## config.mk

```make
export PLATFORM = sky130hd
export DESIGN_NAME = mm_seq_ctrl_flat
export DESIGN_NICKNAME = d
export VERILOG_FILES = /design/src/rtl/mm_seq_if.sv /design/src/rtl/mm_seq_ctrl.sv /design/src/flat_wrapper.sv
export SDC_FILE = /design/constraint.sdc
export NUM_CORES = 1
export LEC_CHECK = 0
export CAP_MARGIN = 10
export CORE_ASPECT_RATIO = 1.25
export CORE_MARGIN = 10
export CORE_UTILIZATION = 45
export DETAILED_ROUTE_END_ITERATION = 6
export SLEW_MARGIN = 20
export SYNTH_ARGS = -nofsm -noshare
export SYNTH_HDL_FRONTEND = slang
export SYNTH_SLANG_ARGS = --single-unit
```

## constraint.sdc

```tcl
create_clock -name clk -period 4.7 [get_ports clk]
set_input_delay 0.705 -clock clk [delete_from_list [all_inputs] [get_ports clk]]
set_output_delay 0.705 -clock clk [all_outputs]
set_load 0.02 [all_outputs]
```

## src/rtl/mm_seq_if.sv

```systemverilog
// mm_seq_if
// Command/result handshake between the matrix sequencer and the compute core.
//   cmd_valid/cmd_ready : one MAC command per handshake
//   cmd_row/col/kidx    : output element (row, col) and reduction index
//   cmd_first/cmd_last  : first / last MAC of an output element
//   res_valid/res_ready : one completed output element per handshake
// master = sequencer side, slave = core side.
interface mm_seq_if #(
  parameter int DIM_W = 8
);
  logic             cmd_valid;
  logic             cmd_ready;
  logic [DIM_W-1:0] cmd_row;
  logic [DIM_W-1:0] cmd_col;
  logic [DIM_W-1:0] cmd_kidx;
  logic             cmd_first;
  logic             cmd_last;
  logic             res_valid;
  logic             res_ready;

  modport master (
    output cmd_valid, cmd_row, cmd_col, cmd_kidx, cmd_first, cmd_last, res_ready,
    input  cmd_ready, res_valid
  );

  modport slave (
    input  cmd_valid, cmd_row, cmd_col, cmd_kidx, cmd_first, cmd_last, res_ready,
    output cmd_ready, res_valid
  );
endinterface

```

## src/rtl/mm_seq_ctrl.sv

```systemverilog
// mm_seq_ctrl
// Walks (row, col, k) in row-major order for an M x N x K matrix product,
// issues one MAC command per step, then counts M*N completed output elements
// and pulses done.
// Ports:
//   clk, rst            : clock, asynchronous active-high reset
//   start_i, abort_i    : run start pulse, run cancel
//   cfg_m_i/n_i/k_i     : dimensions, latched on an accepted start
//   bus (master)        : command and result handshakes to the core
//   busy_o, done_o      : run in progress, one-cycle completion pulse
//   err_cfg_o           : sticky, last start had a zero dimension
//   aborted_o           : sticky, last run was aborted
module mm_seq_ctrl #(
  parameter int DIM_W = 8
) (
  input  logic             clk,
  input  logic             rst,
  input  logic             start_i,
  input  logic             abort_i,
  input  logic [DIM_W-1:0] cfg_m_i,
  input  logic [DIM_W-1:0] cfg_n_i,
  input  logic [DIM_W-1:0] cfg_k_i,
  mm_seq_if.master         bus,
  output logic             busy_o,
  output logic             done_o,
  output logic             err_cfg_o,
  output logic             aborted_o
);
  localparam int CNT_W = 2 * DIM_W;
  localparam logic [DIM_W-1:0] ONE = DIM_W'(1);

  typedef enum logic [1:0] {S_IDLE, S_ISSUE, S_DRAIN, S_DONE} state_t;

  state_t           state_q, state_d;
  logic [DIM_W-1:0] m_q, m_d, n_q, n_d, k_q, k_d;
  logic [DIM_W-1:0] i_q, i_d, j_q, j_d, kk_q, kk_d;
  logic [CNT_W-1:0] res_cnt_q, res_cnt_d, total_q, total_d;
  logic             err_q, err_d, abt_q, abt_d;

  logic             cmd_fire, res_fire, last_k, last_j, last_i, cfg_ok;
  logic [CNT_W-1:0] res_cnt_nxt;

  assign last_k      = (kk_q == k_q - ONE);
  assign last_j      = (j_q == n_q - ONE);
  assign last_i      = (i_q == m_q - ONE);
  assign cfg_ok      = (cfg_m_i != '0) && (cfg_n_i != '0) && (cfg_k_i != '0);
  assign cmd_fire    = (state_q == S_ISSUE) && bus.cmd_ready;
  assign res_fire    = bus.res_ready && bus.res_valid;
  assign res_cnt_nxt = res_cnt_q + CNT_W'(res_fire);

  // All outputs decode registered state only, so cmd_ready/res_valid never
  // reach an output combinationally.
  assign bus.cmd_valid = (state_q == S_ISSUE);
  assign bus.cmd_row   = i_q;
  assign bus.cmd_col   = j_q;
  assign bus.cmd_kidx  = kk_q;
  assign bus.cmd_first = (state_q == S_ISSUE) && (kk_q == '0);
  assign bus.cmd_last  = (state_q == S_ISSUE) && last_k;
  assign bus.res_ready = (state_q == S_ISSUE) || (state_q == S_DRAIN);
  assign busy_o        = (state_q == S_ISSUE) || (state_q == S_DRAIN);
  assign done_o        = (state_q == S_DONE);
  assign err_cfg_o     = err_q;
  assign aborted_o     = abt_q;

  always_comb begin
    state_d   = state_q;
    m_d       = m_q;
    n_d       = n_q;
    k_d       = k_q;
    i_d       = i_q;
    j_d       = j_q;
    kk_d      = kk_q;
    res_cnt_d = res_cnt_q;
    total_d   = total_q;
    err_d     = err_q;
    abt_d     = abt_q;

    unique case (state_q)
      S_IDLE: begin
        // abort outranks a coincident start
        if (start_i && !abort_i) begin
          abt_d = 1'b0;
          if (cfg_ok) begin
            m_d       = cfg_m_i;
            n_d       = cfg_n_i;
            k_d       = cfg_k_i;
            total_d   = CNT_W'(cfg_m_i) * CNT_W'(cfg_n_i);
            i_d       = '0;
            j_d       = '0;
            kk_d      = '0;
            res_cnt_d = '0;
            err_d     = 1'b0;
            state_d   = S_ISSUE;
          end else begin
            err_d = 1'b1;
          end
        end
      end
      S_ISSUE: begin
        // results arriving while commands are still going out count too
        res_cnt_d = res_cnt_nxt;
        if (cmd_fire) begin
          if (!last_k) begin
            kk_d = kk_q + ONE;
          end else begin
            kk_d = '0;
            if (!last_j) begin
              j_d = j_q + ONE;
            end else begin
              j_d = '0;
              if (!last_i) begin
                i_d = i_q + ONE;
              end else begin
                i_d     = '0;
                state_d = S_DRAIN;
              end
            end
          end
        end
      end
      S_DRAIN: begin
        // >= also covers a count already completed during ISSUE
        res_cnt_d = res_cnt_nxt;
        if (res_cnt_nxt >= total_q) begin
          state_d = S_DONE;
        end
      end
      S_DONE: begin
        res_cnt_d = '0;
        state_d   = S_IDLE;
      end
      default: state_d = S_IDLE;
    endcase

    if (abort_i && (state_q != S_IDLE)) begin
      state_d   = S_IDLE;
      abt_d     = 1'b1;
      i_d       = '0;
      j_d       = '0;
      kk_d      = '0;
      res_cnt_d = '0;
    end
  end

  always_ff @(posedge clk or posedge rst) begin
    if (rst) begin
      state_q   <= S_IDLE;
      m_q       <= '0;
      n_q       <= '0;
      k_q       <= '0;
      i_q       <= '0;
      j_q       <= '0;
      kk_q      <= '0;
      res_cnt_q <= '0;
      total_q   <= '0;
      err_q     <= 1'b0;
      abt_q     <= 1'b0;
    end else begin
      state_q   <= state_d;
      m_q       <= m_d;
      n_q       <= n_d;
      k_q       <= k_d;
      i_q       <= i_d;
      j_q       <= j_d;
      kk_q      <= kk_d;
      res_cnt_q <= res_cnt_d;
      total_q   <= total_d;
      err_q     <= err_d;
      abt_q     <= abt_d;
    end
  end
endmodule

```

## src/flat_wrapper.sv

```systemverilog
// flat-port wrapper written by rule: the top's interface ports become plain ports
module mm_seq_ctrl_flat 
#(
  parameter int DIM_W = 8
)
  (clk, rst, start_i, abort_i, cfg_m_i, cfg_n_i, cfg_k_i, busy_o, done_o, err_cfg_o, aborted_o, bus_cmd_valid, bus_cmd_row, bus_cmd_col, bus_cmd_kidx, bus_cmd_first, bus_cmd_last, bus_res_ready, bus_cmd_ready, bus_res_valid);
  mm_seq_if #(.DIM_W(DIM_W)) bus_i ();
  input  logic clk;
  input  logic rst;
  input  logic start_i;
  input  logic abort_i;
  input  logic [DIM_W-1:0] cfg_m_i;
  input  logic [DIM_W-1:0] cfg_n_i;
  input  logic [DIM_W-1:0] cfg_k_i;
  output logic busy_o;
  output logic done_o;
  output logic err_cfg_o;
  output logic aborted_o;
  output wire logic [$bits(bus_i.cmd_valid)-1:0] bus_cmd_valid;
  output wire logic [$bits(bus_i.cmd_row)-1:0] bus_cmd_row;
  output wire logic [$bits(bus_i.cmd_col)-1:0] bus_cmd_col;
  output wire logic [$bits(bus_i.cmd_kidx)-1:0] bus_cmd_kidx;
  output wire logic [$bits(bus_i.cmd_first)-1:0] bus_cmd_first;
  output wire logic [$bits(bus_i.cmd_last)-1:0] bus_cmd_last;
  output wire logic [$bits(bus_i.res_ready)-1:0] bus_res_ready;
  input wire logic [$bits(bus_i.cmd_ready)-1:0] bus_cmd_ready;
  input wire logic [$bits(bus_i.res_valid)-1:0] bus_res_valid;
  assign bus_cmd_valid = bus_i.cmd_valid;
  assign bus_cmd_row = bus_i.cmd_row;
  assign bus_cmd_col = bus_i.cmd_col;
  assign bus_cmd_kidx = bus_i.cmd_kidx;
  assign bus_cmd_first = bus_i.cmd_first;
  assign bus_cmd_last = bus_i.cmd_last;
  assign bus_res_ready = bus_i.res_ready;
  assign bus_i.cmd_ready = bus_cmd_ready;
  assign bus_i.res_valid = bus_res_valid;
  mm_seq_ctrl #(.DIM_W(DIM_W)) u_core (.clk(clk), .rst(rst), .start_i(start_i), .abort_i(abort_i), .cfg_m_i(cfg_m_i), .cfg_n_i(cfg_n_i), .cfg_k_i(cfg_k_i), .bus(bus_i), .busy_o(busy_o), .done_o(done_o), .err_cfg_o(err_cfg_o), .aborted_o(aborted_o));
endmodule
```

Word-level counts from Yosys, hierarchy flattened
Index checks and enable logic that the tools add are counted.

operators by class
  reductions and logical operators = 28
  mux-type cells = 34
  $lt $le $gt $ge = 1
  add/subtract/negate cells = 7
  multiply operators = 1
  equal/unequal tests = 13

operators by type and width
  kind                                                    number
  2-to-1 mux 8 bit                                        14
  2-to-1 mux 16 bit                                       3
  case mux 16 bit (3 select lines)                        1
  case mux 8 bit (2 select lines)                         3
  adder 8 x 1 -> 8 bit (second input constant)            3
  == test 8 bit                                           3
  nonzero test 8 bit                                      3
  subtractor 8 x 1 -> 8 bit (second input constant)       3
  inequality test 3 x 1 -> 1 bit (second input constant)  6
  adder 16 x 1 -> 16 bit                                  1
  >= comparator 16 bit                                    1
  multiplier 8 x 8 -> 16 bit                              1
  2-to-1 mux 2 bit                                        8
  logical AND 1 bit                                       8
  logical NOT 8 bit                                       1
  case mux 2 bit (4 select lines)                         1
  AND reduction 7 bit                                     1
  AND reduction 2 bit                                     3
  AND reduction 6 bit                                     1
  nonzero test 2 bit                                      3
  AND reduction 5 bit                                     1
  == test 2 bit (second input constant)                   2
  2-to-1 mux 1 bit                                        4
  AND reduction 4 bit                                     1
  other kinds (8)                                         8

storage, ports and cells
  logic and storage cells = 95
  register bits after elaboration = 84
  output and inout bits = 32

Logic depth before layout (Yosys ltp)
  word-level depth = 8
  depth in mapped cells = 18
  depth with buffers taken out = 17

Least setup slack after synthesis
OpenSTA, ideal clock, no wires.

  path type = input-to-reg
  start = input cfg_m_i[3]
  end = register u_core.total_q[15]
  path slack = -0.051 ns
  cell stages on the path = 18
  path buffers = 1
  library setup time = 0.082 ns
  data required time = 4.618 ns
  arrival time = 4.669 ns
  path through = clkbuf_1 -> and2_1 -> fa_1 -> inv_1 -> fa_1 -> inv_1 -> fa_1 -> inv_1 -> fa_1 -> inv_1 -> ha_1 -> o21a_1 -> o31a_1 -> o211ai_1 -> a21oi_1 -> nor3_1 -> or3_1 -> a31oi_1

on the way
  longest elaborated chain between the ends = 4
  elaborated cells on any way between the ends = 5
  those cells by class = 1 x mul; 4 x reduce/logical

ends and longest elaborated chain
  item                                                                                RTL line            source
  start: declaration                                                                  flat_wrapper.sv:12  input logic [DIM_W-1:0] cfg_m_i;
  parallel branches: the longest is 4 deep, another holds multiplier 8 x 8 -> 16 bit  -
  end signal: assignment                                                              mm_seq_ctrl.sv:167  total_q <= total_d;
  end: declaration                                                                    mm_seq_ctrl.sv:37   logic [CNT_W-1:0] res_cnt_q, res_cnt_d, total_q, total_d;

Several ways; the timed one is not identified.
A chain may end at the register's enable or synchronous reset.

Worst setup path in the final report
  start = input cfg_m_i[3]
  end = register u_core.total_q[13]

Same word-level chain as after synthesis.

==> flow_metrics.env <==
export IMPL_grt_setup_unrepaired="true"
export IMPL_synth_top_family_by_area="simple AND/OR/NAND/NOR gates"
export IMPL_vias=6076
export IMPL_final_nets=1066
export IMPL_insertion_delay_ns=0.34
export IMPL_met2_usage=0.281
export IMPL_dp_hpwl_um=14100
export IMPL_synth_fa_ha_area_frac=0.211
export IMPL_synth_edff_count=0
export IMPL_synthTopCellsByCount="125 x nand2_1, 95 x inv_1, 84 x dfrtp_1"
export IMPL_ir_worst_vdd_uv=184
export IMPL_syn_nets=976
export IMPL_clkTransAtPathRegs_ns=0.06
export IMPL_critPathArrivalTime_ns=4.78
export IMPL_ff2ff_setup_slack_ns=0.76
export IMPL_synthSimpleGateAreaFrac=0.227
export IMPL_grt_busiest_layer="met2"
export IMPL_grt_pass1_vias=6251
export IMPL_period_minus_slack_ns=4.57
export IMPL_initial_core_util=0.456
export IMPL_synth_seq_cells=84
export IMPL_cp_start_kind="input port"
export IMPL_synth_xor_xnor_area_share=0.0657
export IMPL_min_period_over_period=0.973
export IMPL_grt_pass1_wl_um=30400
export IMPL_hold_end="u_core.total_q[9]$_DFFE_PP0P_"
export IMPL_setup_viol=0
export IMPL_ys_flop_type="dfrtp_1"
export IMPL_r2r_start="u_core.state_q[1]$_DFFE_PP0P_"
export IMPL_pwr_density_cell_nw_per_um2=491
export IMPL_drive_gt1_frac=0.0969
export IMPL_clock_sinks=84
export IMPL_min_path_type="register to register"
export IMPL_max_slew_margin=0.332
export IMPL_drtAntennaViolNets=0
export IMPL_worstSetupPathType="input port to register"
export IMPL_ys_seq_area_frac=0.287
export IMPL_fin_cells=1155
export IMPL_syn2layout_area_growth_pct=20.0
export IMPL_met1_usage=0.215
export IMPL_synth_top_cells_by_area="dfrtp_1 29%, ha_1 11%, fa_1 9.8%"
export IMPL_r2r_cells=18
export IMPL_io_pins=62
export IMPL_slew_viol_final=0
export IMPL_setup_worst_path_end_class="register"
export IMPL_cts_setup_buffers=0
export IMPL_maxCapViolations=0
export IMPL_synth_mux_area_frac=0.00768
export IMPL_yosysMostFrequentCell="nand2_1"
export IMPL_syn_inst=844
export IMPL_grtUsageMet3=0.0265
export IMPL_yosys_area_top_type="dfrtp_1"
export IMPL_timing_fmax_mhz=219
export IMPL_syn_area_um2=7330
export IMPL_tightest_slew_ns=0.996
export IMPL_stdcell_area_um2=8800
export IMPL_status="completed"
export IMPL_totalWireLength_um=17900
export IMPL_drt_pass1_iterations=4
export IMPL_cts_buffers=9
export IMPL_required_ns=4.91
export IMPL_wl_per_cell_um=15.5
export IMPL_grt_overflow_total=0
export IMPL_grt_util_all_layers=0.167
export IMPL_antennaDiodeCount=0
export IMPL_viasPerCell=5.26
export IMPL_grt_start_max_net_pins=44
export IMPL_yosys_area_top_type_share=0.287
export IMPL_clockBufferDepth=2
export IMPL_static_leakage_power_nw=4.22
export IMPL_route_detailed_drc=0
export IMPL_hold_ws_ns=0.481
export IMPL_synthDistinctLibCells=65
export IMPL_dp_cells=1139
export IMPL_cts_tree="yes"
export IMPL_cts_root_buffer="clkbuf_16"
export IMPL_gp_congestion=0.857
export IMPL_synth_compound_area_frac=0.136
export IMPL_tns_ns=0
export IMPL_port_buffer_count=61
export IMPL_hold_depth=2
export IMPL_cts_hold_buf=0
export IMPL_row_count=52
export IMPL_placed_cell_area_um2=8440
export IMPL_async_flop_share=1.00
export IMPL_min_delay_start="u_core.total_q[9]$_DFFE_PP0P_"
export IMPL_critPathMaxFanout=8
export IMPL_syn_avg_cell_area_um2=8.68
export IMPL_fin_worst_skew_ns=0.00630
export IMPL_h_tree_depth=3
export IMPL_finalHoldViolCount=0
export IMPL_core_area_um2=16100
export IMPL_yosys_warnings=0
export IMPL_die_area_um2=21800
export IMPL_antenna_found_initial=0
export IMPL_die_h_um=163
export IMPL_fp_dieW_um=134
export IMPL_drtIter0Drc=358
export IMPL_rr_endpoint="u_core.state_q[1]$_DFFE_PP0P_"
## per-stage QoR
stage	setup WS (ns)	power (mW)	util
CTS	-0.0111	4.31	0.545
finish	0.127	4.32	0.547
detailed placement	-0.601	3.51	0.525
global route	-0.0849	4.71	0.547
floorplan	0.00357	2.82	-
global placement	-0.450	3.41	0.525
## report_power, final
part	total [mW]	switching [mW]	leakage, nW	internal [mW]
Combinational	2.41	1.38	2.96	1.03
Sequential	1.13	0.207	1.10	0.922
Clock	0.774	0.291	0.154	0.483
Total	4.32	1.88	4.22	2.44
## cell usage in the layout (no fill, tap or decap), drive strengths merged, types with 3 or more instances in the layout
| cell | count |
|---|---|
| nand2 | 125 |
| inv | 94 |
| dfrtp | 84 |
| ha | 66 |
| and2 | 60 |
| o21ai | 55 |
| clkdlybuf4s50 | 48 |
| buf | 46 |
| nor2 | 38 |
| fa | 36 |
| nand3 | 31 |
| xor2 | 31 |
| a21oi | 26 |
| xnor2 | 24 |
| clkbuf | 16 |
| nor3 | 14 |
| nor4 | 12 |
| nand4 | 11 |
| a22o | 9 |
| and3 | 8 |
| a21o | 7 |
| dlygate4sd2 | 7 |
| nand2b | 6 |
| o211ai | 6 |
| o22ai | 6 |
| a31oi | 6 |
| nor2b | 5 |
| o31ai | 5 |
| a211o | 4 |
| o21a | 4 |
| nand3b | 4 |
| or2 | 4 |
| a211oi | 3 |
| mux2i | 3 |
| or3 | 3 |
| a221oi | 3 |
## cell type report
type                            count  area, µm²
Clock buffer                       13        250
Timing Repair Buffer              107        937
Fill cell                        1574       7270
Clock inverter                      3       68.8
Sequential cell                    84       2100
Tap cell                          216        270
Multi-Input combinational cell    637       4810
Inverter                           95        358
## routing by layer
layer | up-vias | routed length, µm | share of wire
li1 | 3014 | - | -
met1 | 2939 | 8190 | 0.46
met2 | 106 | 8750 | 0.49
met3 | 17 | 633 | 0.035
met4 | 0 | 276 | 0.015
met5 | - | 0 | 0
## timing repair
action,4_1_cts,5_1_grt
pin swaps,5,12
resized for setup,14,18
setup endpoints to repair,4,4
## flip-flops by register name (all words and copies together) (netlist names), 8 cells and up
register and count:
u_core.bus.cmd_kidx 8, u_core.k_q 8, u_core.n_q 8, u_core.bus.cmd_row 8, u_core.bus.cmd_col 8, u_core.res_cnt_q 16
u_core.total_q 16, u_core.m_q 8
## worst max-delay path, cell delays in order
cell and delay (ns):
dlygate4sd2_1 0.25, buf_4 0.17, and2_1 0.15, fa_1 0.39, fa_1 0.55, inv_1 0.05
fa_1 0.46, fa_1 0.54, inv_1 0.04, ha_1 0.31, o21a_1 0.20, o31a_1 0.11
o211ai_1 0.27, a21oi_2 0.10, nor3_1 0.23, xor2_1 0.17, o21ai_0 0.08
## logic make-up after synthesis
logic type               after synthesis
AO/OA/AOI/OAI                        147
XOR/XNOR                              55
adder cells (fa/ha/maj)              102
buffers and inverters                123
flip-flops                            84
multiplexers                           5
AND/OR/NAND/NOR                      328
## worst max path at each step
stage	start	endpoint	slack (ns)
2_1_floorplan	cfg_m_i[3]	u_core.total_q[15]$_DFFE_PP0P_	0.004
3_3_place_gp	cfg_n_i[4]	u_core.total_q[15]$_DFFE_PP0P_	-0.45
3_5_place_dp	cfg_n_i[4]	u_core.total_q[15]$_DFFE_PP0P_	-0.60
4_1_cts	cfg_m_i[0]	u_core.total_q[15]$_DFFE_PP0P_	-0.01
5_1_grt	cfg_m_i[3]	u_core.total_q[13]$_DFFE_PP0P_	-0.08
6_report	cfg_m_i[3]	u_core.total_q[13]$_DFFE_PP0P_	0.13
Note: power is estimated with default switching activity, not from simulation.
